<file path="src/rtl/fma_pkg.sv">
// Shared definitions for the FMA special-case pipeline: operand classes,
// exception flag bit positions and the FP16 default field widths.
package fma_pkg;

  localparam int FP16_EXP_W = 5;
  localparam int FP16_MAN_W = 10;

  // Bit positions inside the 4-bit flags vector {NV, OF, UF, NX}
  localparam int FLAG_NV = 3;
  localparam int FLAG_OF = 2;
  localparam int FLAG_UF = 1;
  localparam int FLAG_NX = 0;

  typedef enum logic [2:0] {
    FP_ZERO = 3'd0,
    FP_SUB  = 3'd1,
    FP_NORM = 3'd2,
    FP_INF  = 3'd3,
    FP_QNAN = 3'd4,
    FP_SNAN = 3'd5
  } fp_class_t;

endpackage

</file>
<file path="src/rtl/fp_classify.sv">
// Combinational operand classifier. Looks only at the exponent and
// mantissa fields; the sign never changes the class.
module fp_classify
  import fma_pkg::*;
#(
  parameter int EXP_W = FP16_EXP_W,
  parameter int MAN_W = FP16_MAN_W
) (
  input  logic [EXP_W+MAN_W-1:0] magn,
  output fp_class_t              cls
);

  logic [EXP_W-1:0] expField;
  logic [MAN_W-1:0] manField;

  assign expField = magn[EXP_W+MAN_W-1:MAN_W];
  assign manField = magn[MAN_W-1:0];

  // Decode the class from the exponent/mantissa field pattern
  always_comb begin
    cls = FP_NORM;
    if (expField == '0) begin
      if (manField == '0) cls = FP_ZERO;
      else                cls = FP_SUB;
    end else if (&expField) begin
      if (manField == '0)          cls = FP_INF;
      else if (manField[MAN_W-1])  cls = FP_QNAN;
      else                         cls = FP_SNAN;
    end
  end

endmodule

</file>
<file path="src/rtl/fma_special_pipe.sv">
// Two-stage FMA special-case resolver. Stage 1 classifies and registers the
// operands together with the datapath product/sum; stage 2 picks the final
// result and exception flags. Valid/ready handshakes on both sides.
// Optional feature: define FMA_STICKY_FLAGS_EN to get an accumulating
// sticky flag register with a clear input; otherwise sticky_flags is 0.
module fma_special_pipe
  import fma_pkg::*;
#(
  parameter int EXP_W = FP16_EXP_W,
  parameter int MAN_W = FP16_MAN_W,
  localparam int W = 1 + EXP_W + MAN_W
) (
  input  logic         clk,
  input  logic         reset_n,
  input  logic [W-1:0] x,
  input  logic [W-1:0] y,
  input  logic [W-1:0] z,
  input  logic [W-1:0] product,
  input  logic [W-1:0] sum,
  input  logic         in_valid,
  output logic         in_ready,
  output logic         out_valid,
  input  logic         out_ready,
  output logic [W-1:0] result,
  output logic         special,
  output logic [3:0]   flags,
  input  logic         flags_clr,
  output logic [3:0]   sticky_flags
);

  localparam logic [W-1:0] CANON_NAN = {1'b0, {EXP_W{1'b1}}, 1'b1, {(MAN_W-1){1'b0}}};
  localparam logic signed [EXP_W+1:0] BIAS_S = $signed({3'b000, {(EXP_W-1){1'b1}}});
  localparam logic signed [EXP_W+1:0] ONE_S  = $signed({{(EXP_W+1){1'b0}}, 1'b1});

  // Rule-ordered special-case resolution; returns {special, flags, result}.
  function automatic logic [W+4:0] resolveOp(
    input fp_class_t        cX,
    input fp_class_t        cY,
    input fp_class_t        cZ,
    input logic             sX,
    input logic             sY,
    input logic [EXP_W-1:0] eX,
    input logic [EXP_W-1:0] eY,
    input logic [W-1:0]     zV,
    input logic             sP,
    input logic [EXP_W-1:0] eP,
    input logic [W-1:0]     sumV
  );
    logic                    nanAny;
    logic                    snanAny;
    logic                    infX;
    logic                    infY;
    logic                    zeroX;
    logic                    zeroY;
    logic                    finX;
    logic                    finY;
    logic                    signP;
    logic signed [EXP_W+1:0] expSum;
    logic [W-1:0]            res;
    logic                    spec;
    logic [3:0]              flg;

    nanAny  = (cX == FP_QNAN) || (cX == FP_SNAN) || (cY == FP_QNAN) ||
              (cY == FP_SNAN) || (cZ == FP_QNAN) || (cZ == FP_SNAN);
    snanAny = (cX == FP_SNAN) || (cY == FP_SNAN) || (cZ == FP_SNAN);
    infX    = (cX == FP_INF);
    infY    = (cY == FP_INF);
    zeroX   = (cX == FP_ZERO);
    zeroY   = (cY == FP_ZERO);
    finX    = (cX == FP_SUB) || (cX == FP_NORM);
    finY    = (cY == FP_SUB) || (cY == FP_NORM);
    signP   = sX ^ sY;
    // Widened signed sum so large exponents cannot wrap into the UF test
    expSum  = $signed({2'b00, eX}) + $signed({2'b00, eY}) - BIAS_S;

    res  = sumV;
    spec = 1'b1;
    flg  = 4'b0000;

    if (nanAny) begin
      res          = CANON_NAN;
      flg[FLAG_NV] = snanAny;
    end else if ((zeroX && infY) || (infX && zeroY)) begin
      res          = CANON_NAN;
      flg[FLAG_NV] = 1'b1;
    end else if ((infX || infY) && (cZ == FP_INF) && (zV[W-1] != signP)) begin
      res          = CANON_NAN;
      flg[FLAG_NV] = 1'b1;
    end else if (infX || infY) begin
      res = {signP, {EXP_W{1'b1}}, {MAN_W{1'b0}}};
    end else if (cZ == FP_INF) begin
      res = zV;
    end else if (&eP) begin
      res          = {sP, {EXP_W{1'b1}}, {MAN_W{1'b0}}};
      flg[FLAG_OF] = 1'b1;
      flg[FLAG_NX] = 1'b1;
    end else if (&sumV[W-2:MAN_W]) begin
      res          = {sumV[W-1], {EXP_W{1'b1}}, {MAN_W{1'b0}}};
      flg[FLAG_OF] = 1'b1;
      flg[FLAG_NX] = 1'b1;
    end else if (finX && finY && (expSum < ONE_S) && (cZ != FP_ZERO)) begin
      res          = zV;
      flg[FLAG_UF] = 1'b1;
      flg[FLAG_NX] = 1'b1;
    end else begin
      res  = sumV;
      spec = 1'b0;
    end
    return {spec, flg, res};
  endfunction

  fp_class_t clsX;
  fp_class_t clsY;
  fp_class_t clsZ;

  fp_classify #(.EXP_W(EXP_W), .MAN_W(MAN_W)) uClassX (.magn(x[W-2:0]), .cls(clsX));
  fp_classify #(.EXP_W(EXP_W), .MAN_W(MAN_W)) uClassY (.magn(y[W-2:0]), .cls(clsY));
  fp_classify #(.EXP_W(EXP_W), .MAN_W(MAN_W)) uClassZ (.magn(z[W-2:0]), .cls(clsZ));

  // Only sign and exponent of the product matter for overflow detection
  logic [MAN_W-1:0] unusedProdMan;
  assign unusedProdMan = product[MAN_W-1:0];

  logic             vld_p1;
  logic             vld_p2;
  logic             adv2;
  logic             outXfer;
  fp_class_t        clsX_p1;
  fp_class_t        clsY_p1;
  fp_class_t        clsZ_p1;
  logic             signX_p1;
  logic             signY_p1;
  logic [EXP_W-1:0] expX_p1;
  logic [EXP_W-1:0] expY_p1;
  logic [W-1:0]     z_p1;
  logic             signProd_p1;
  logic [EXP_W-1:0] expProd_p1;
  logic [W-1:0]     sum_p1;
  logic [W+4:0]     resolved;
  logic [W-1:0]     result_p2;
  logic             special_p2;
  logic [3:0]       flags_p2;

  assign adv2     = !vld_p2 || out_ready;
  assign in_ready = !vld_p1 || adv2;
  assign outXfer  = vld_p2 && out_ready;

  // Stage 1 valid: refills whenever the stage can accept
  always_ff @(posedge clk or negedge reset_n) begin
    if (!reset_n)      vld_p1 <= 1'b0;
    else if (in_ready) vld_p1 <= in_valid;
  end

  // Stage 1 data: operand classes and fields captured on acceptance
  always_ff @(posedge clk) begin
    if (in_valid && in_ready) begin
      clsX_p1     <= clsX;
      clsY_p1     <= clsY;
      clsZ_p1     <= clsZ;
      signX_p1    <= x[W-1];
      signY_p1    <= y[W-1];
      expX_p1     <= x[W-2:MAN_W];
      expY_p1     <= y[W-2:MAN_W];
      z_p1        <= z;
      signProd_p1 <= product[W-1];
      expProd_p1  <= product[W-2:MAN_W];
      sum_p1      <= sum;
    end
  end

  // Resolve the registered operands into {special, flags, result}
  always_comb begin
    resolved = resolveOp(clsX_p1, clsY_p1, clsZ_p1, signX_p1, signY_p1,
                         expX_p1, expY_p1, z_p1, signProd_p1, expProd_p1, sum_p1);
  end

  // Stage 2 valid: advances when the output slot is empty or draining
  always_ff @(posedge clk or negedge reset_n) begin
    if (!reset_n)  vld_p2 <= 1'b0;
    else if (adv2) vld_p2 <= vld_p1;
  end

  // Stage 2 data: load on advance, otherwise hold steady while stalled
  always_ff @(posedge clk or negedge reset_n) begin
    if (!reset_n) begin
      result_p2  <= '0;
      special_p2 <= 1'b0;
      flags_p2   <= 4'b0000;
    end else if (vld_p1 && adv2) begin
      special_p2 <= resolved[W+4];
      flags_p2   <= resolved[W+3:W];
      result_p2  <= resolved[W-1:0];
    end
  end

  assign out_valid = vld_p2;
  assign result    = result_p2;
  assign special   = special_p2;
  assign flags     = flags_p2;

`ifdef FMA_STICKY_FLAGS_EN
  logic [3:0] stickyQ;

  // Accumulate flags of each delivered result; a clear keeps only the
  // flags of a transfer happening in the same cycle
  always_ff @(posedge clk or negedge reset_n) begin
    if (!reset_n)       stickyQ <= 4'b0000;
    else if (flags_clr) stickyQ <= outXfer ? flags_p2 : 4'b0000;
    else if (outXfer)   stickyQ <= stickyQ | flags_p2;
  end

  assign sticky_flags = stickyQ;
`else
  logic unusedFlagsClr;
  logic unusedXfer;
  assign unusedFlagsClr = flags_clr;
  assign unusedXfer     = outXfer;
  assign sticky_flags   = 4'b0000;
`endif

endmodule
</file>
<file path="config.mk">
export PLATFORM = sky130hd
export DESIGN_NAME = fma_special_pipe
export DESIGN_NICKNAME = d
export VERILOG_FILES = /design/src/rtl/fma_pkg.sv /design/src/rtl/fp_classify.sv /design/src/rtl/fma_special_pipe.sv
export SDC_FILE = /design/constraint.sdc
export NUM_CORES = 1
export LEC_CHECK = 0
export CAP_MARGIN = 25
export CORE_ASPECT_RATIO = 1.75
export CORE_MARGIN = 2
export CORE_UTILIZATION = 33
export DETAILED_ROUTE_END_ITERATION = 12
export GPL_TIMING_DRIVEN = 0
export PLACE_DENSITY = 0.62
export SYNTH_ARGS = -nofsm -noshare
export SYNTH_HDL_FRONTEND = slang
export SYNTH_SLANG_ARGS = --single-unit
</file>
<file path="constraint.sdc">
create_clock -name clk -period 5.6 [get_ports clk]
set_clock_uncertainty 0.2 [all_clocks]
set_input_delay 0.84 -clock clk [delete_from_list [all_inputs] [get_ports clk]]
set_output_delay 0.84 -clock clk [all_outputs]
set_load 0.01 [all_outputs]
</file>
==> summary.md <==
| Metric | Value |
|---|---|
| Synth warnings | `0` |
| Worst path required time | `~5.6 ns` |
| Clock Tree Buf Depth | `2` |
| Minimum clock period | `between 3 and 4 ns` |
| DRC violations left | `0` |
| Asr flop ratio synth | `28.0%` |
| First-pass GRT wire length | `between 10,000 and 15,000 um` |
| Worst EP arrival | `3.35 ns` |
| CTS tree | `yes` |
| Post-CTS Setup Repair Bufs | `0` |
| Post-Synthesis Cells | `between 200 and 300` |
| EDFF count, synth | `59` |
| R2R Setup Slk | `roughly 2.2 ns` |
| Leak | `a little under 2 nW` |
| Hold buffers post-CTS | `0` |
| Net Sw Frac | `about 22%` |
| Most common cell in the netlist | `edfxtp_1` |
| Initial antenna violation count | `0` |
| Clock power frac | `between 30% and 40%` |
| Finish-stage setup viols | `0` |
| FMAX | `around 0.30 GHz` |
| Class of the worst hold path | `reg -> reg` |
| Maximum resistive drop on vdd | `approximately 0.00019 V` |
| Die Y | `143 um` |
| Layout cells sized above 1 | `6.83%` |
| Placer Congestion | `0.776` |
| ANT cells | `0` |
| R2r endpoint | `result[14]` |
| Die area | `roughly 12,000 sq um` |
| Clk sinks | `82` |
| Num CTS Buffers | `9` |
| Final period utilization | `between 50% and 60%` |
| GRT Util Overall | `13.4%` |
| Gate power share | `between 15 and 20%` |
| Pwr dens | `around 320 nW/um^2` |
| Clock latency on the worst-skew pair | `around 0.33 ns` |
| Leading register cell type out of synthesis | `edfxtp_1` |
| P_int | `approximately 0.0013 W` |
| Relative slew margins | `between 60 and 70%` |
| Gr ovfl total | `0` |
| Num rows | `50` |
| Vias | `2,664` |
| Fill cells | `998` |
| RSZ-0062 raised after global routing | `no` |
| Seq/Total Area, Yosys | `~64%` |
| Max Cap Viol | `0` |
| Largest net degree at the start of global routing | `between 40 and 50` |
| Worst-Margin Slew | `0.565 ns` |
| Die width | `roughly 84 um` |
| Port Buffer Count | `96` |
| Finished Cell Area | `approximately 5200 sq um` |
| Status | `completed` |
| H-Tree Depth | `3` |
| Final setup TNS | `0 ns` |
| Crit path capture type | `flip-flop` |
| Fin. Hold Viols | `0` |
| Number of global-route vias before repair | `roughly 2,700` |
| CP max FO | `10` |
| Most Frequent Cell on Critical Path | `ha_1` |
| DR vias/cell | `4.93` |
| End of the critical path | `result[14]` |
| Startpoint Class | `flip-flop` |
| Net count, final | `500` |
| Slowest cell on crit path | `a2111oi_2` |
| Cell Area, Synth | `3660 sq um` |
| Routed Antenna Nets | `0` |
| Post-DP HPWL | `6320 um` |
| Starting DRT DRC Count | `118` |
| Post_cts resized | `0` |
| Syn_area_per_cell | `12.5 sq um` |
| Reg power frac | `44.9%` |
| Netlist cell types | `53` |
| Synth area leader | `edfxtp_1` |
| IO Count | `roughly 110` |
| Area grow syn2layout | `41.5%` |
| Crit path kind | `reg -> reg` |
| R2r startpoint | `expX_p1[1]` |
| Post-DP Area | `about 4800 sq um` |
| Critical path, cell by cell | `ha_1 -> ha_1 -> inv_1 -> fa_1 -> xor2_1 -> nand4b_1 -> a2111oi_2 -> or3_1 -> buf_6 -> buf_8 -> mux2i_1 -> a21oi_1` |
| Clock slew at reported path FFs | `0.06 ns` |
| Synth top area cells | `edfxtp_1, dfrtp_1, nand2_1, ha_1, nor2_1` |
| Seq cells post-synth | `between 80 and 90` |
| Commonest cells post-synth | `edfxtp_1, nand2_1, dfrtp_1` |
| Crit path launch | `expX_p1[1]` |
| Top cell type's share of synthesized area | `between 40 and 50%` |
| CTS root buf | `clkbuf_16` |
| Crit-path max cell delay | `~0.59 ns` |
| Utilization after layout | `between 40% and 50%` |
| Sw Pwr | `0.000368 W` |
| WL/cell | `around 15 um` |
| Worst r2r path cells | `12` |
| Core Box Area | `between 10,000 and 15,000 sq um` |
| DRT Pass-1 Iters | `4` |
| Initial Utilization | `roughly 34%` |
| Final max-slew violation count | `0` |
| Total wire length | `around 8000 um` |
cells by family (layout without fill, tap and decap cells):
| logic type | Yosys count | after routing | synth area share (%) |
|---|---|---|---|
| xor+xnor | 5 | 5 | 1.20 |
| simple gates | 100 | 100 | 13.8 |
| other cells | 1 | 4 | 0.102 |
| flops | 82 | 82 | 64.1 |
| fa+ha+maj | 10 | 10 | 3.62 |
| mux | 6 | 6 | 1.64 |
| compound gates | 64 | 64 | 12.1 |
| buf+inv | 25 | 139 | 3.48 |
registers in the layout, indices dropped and copies added (netlist names):
signal and count:
clsX_p1 3, clsY_p1 3, clsZ_p1 3, expProd_p1 5
expX_p1 5, expY_p1 5, flags 4, out_valid 1
result 16, signProd_p1 1, signX_p1 1, signY_p1 1
special 1, sum_p1 16, vld_p1 1, z_p1 16
layer usage:
| layer | up-vias | routed length (um) | GRT usage [%] |
|---|---|---|---|
| li1 | 1316 | - | - |
| met1 | 1268 | 2960 | 13.4 |
| met2 | 75 | 4490 | 26.3 |
| met3 | 5 | 369 | 2.81 |
| met4 | 0 | 101 | 5.86 |
| met5 | - | 0 | 0 |
per-stage QoR:
step           setup WS, ns  cells  total power (W)  hold WS (ns)
2_1_floorplan          2.53    296         0.000857         0.271
3_3_place_gp           1.56    522         0.000991         0.262
3_5_place_dp           2.20    524          0.00100         0.275
4_1_cts                2.17    540          0.00166         0.288
5_1_grt                1.92    540          0.00171         0.326
6_report               2.25    540          0.00164         0.281
worst max-delay path: cells and delay by family (launching register included):
family,cells,cell delay [ns]
AO/OA/AOI/OAI,2,0.67
XOR/XNOR,1,0.21
multiplexers,1,0.18
AND/OR/NAND/NOR,2,0.36
flip-flops,1,0.37
adder cells (fa/ha/maj),3,0.89
buffers and inverters,3,0.34
area by class of cell:
class	count	area, sq um	share of cell area (%)
Buffer	14	86.3	1.67
Clock buffer	11	254	4.90
Clock inverter	5	83.8	1.62
Inverter	11	41.3	0.797
Multi-Input combinational cell	189	1200	23.1
Sequential cell	82	2350	45.3
Tap cell	130	163	3.14
Timing Repair Buffer	98	1010	19.5
cell usage in the layout, fill, tap and decap left out, types with 2 or more instances in the layout:
cell | Yosys | layout
o31ai_1 | 5 | 5
a211oi_1 | 3 | 3
clkbuf_1 | 8 | 9
a21oi_1 | 6 | 6
and2_1 | 3 | 2
clkbuf_16 | 0 | 10
nor2_1 | 20 | 20
nor3b_1 | 2 | 2
buf_4 | 4 | 4
nand2b_1 | 3 | 3
or3_1 | 2 | 2
o21ai_0 | 14 | 14
a31oi_1 | 3 | 3
nand2_1 | 32 | 32
or4_1 | 3 | 3
clkdlybuf4s50_1 | 0 | 96
nor3_1 | 4 | 4
a22o_1 | 2 | 2
mux2i_1 | 6 | 6
nor4_1 | 6 | 6
inv_1 | 11 | 11
xnor2_1 | 2 | 2
o22ai_1 | 2 | 2
bufinv_16 | 0 | 2
nand3_1 | 6 | 6
a22oi_1 | 9 | 9
conb_1 | 1 | 4
dfrtp_1 | 23 | 23
nor2b_1 | 3 | 3
and3_1 | 5 | 5
nand4_1 | 3 | 3
xor2_1 | 3 | 3
edfxtp_1 | 59 | 59
o21ai_1 | 2 | 2
ha_1 | 9 | 9
a21o_1 | 9 | 9
how the worst min path moves through the flow:
stage	start	endpoint	slack (ns)	cells after the start
after floorplan	vld_p1	out_valid	0.27	1
after global placement	result[1]	result[1]	0.26	2
after detailed placement	result[1]	result[1]	0.27	2
after CTS	result[1]	result[1]	0.29	2
after global routing	result[5]	result[5]	0.33	2
final	result[0]	result[0]	0.28	2
power by group through the flow:
stage / clock network (W) / logic, W / registers, W
floorplan: 0 / 0.000104 / 0.000753
finish: 0.000651 / 0.000251 / 0.000734
detailed placement: 0 / 0.000253 / 0.000747
global route: 0.000690 / 0.000276 / 0.000740
CTS: 0.000671 / 0.000254 / 0.000734
global placement: 0 / 0.000243 / 0.000748
No activity file was read; power rests on OpenSTA's default activity.
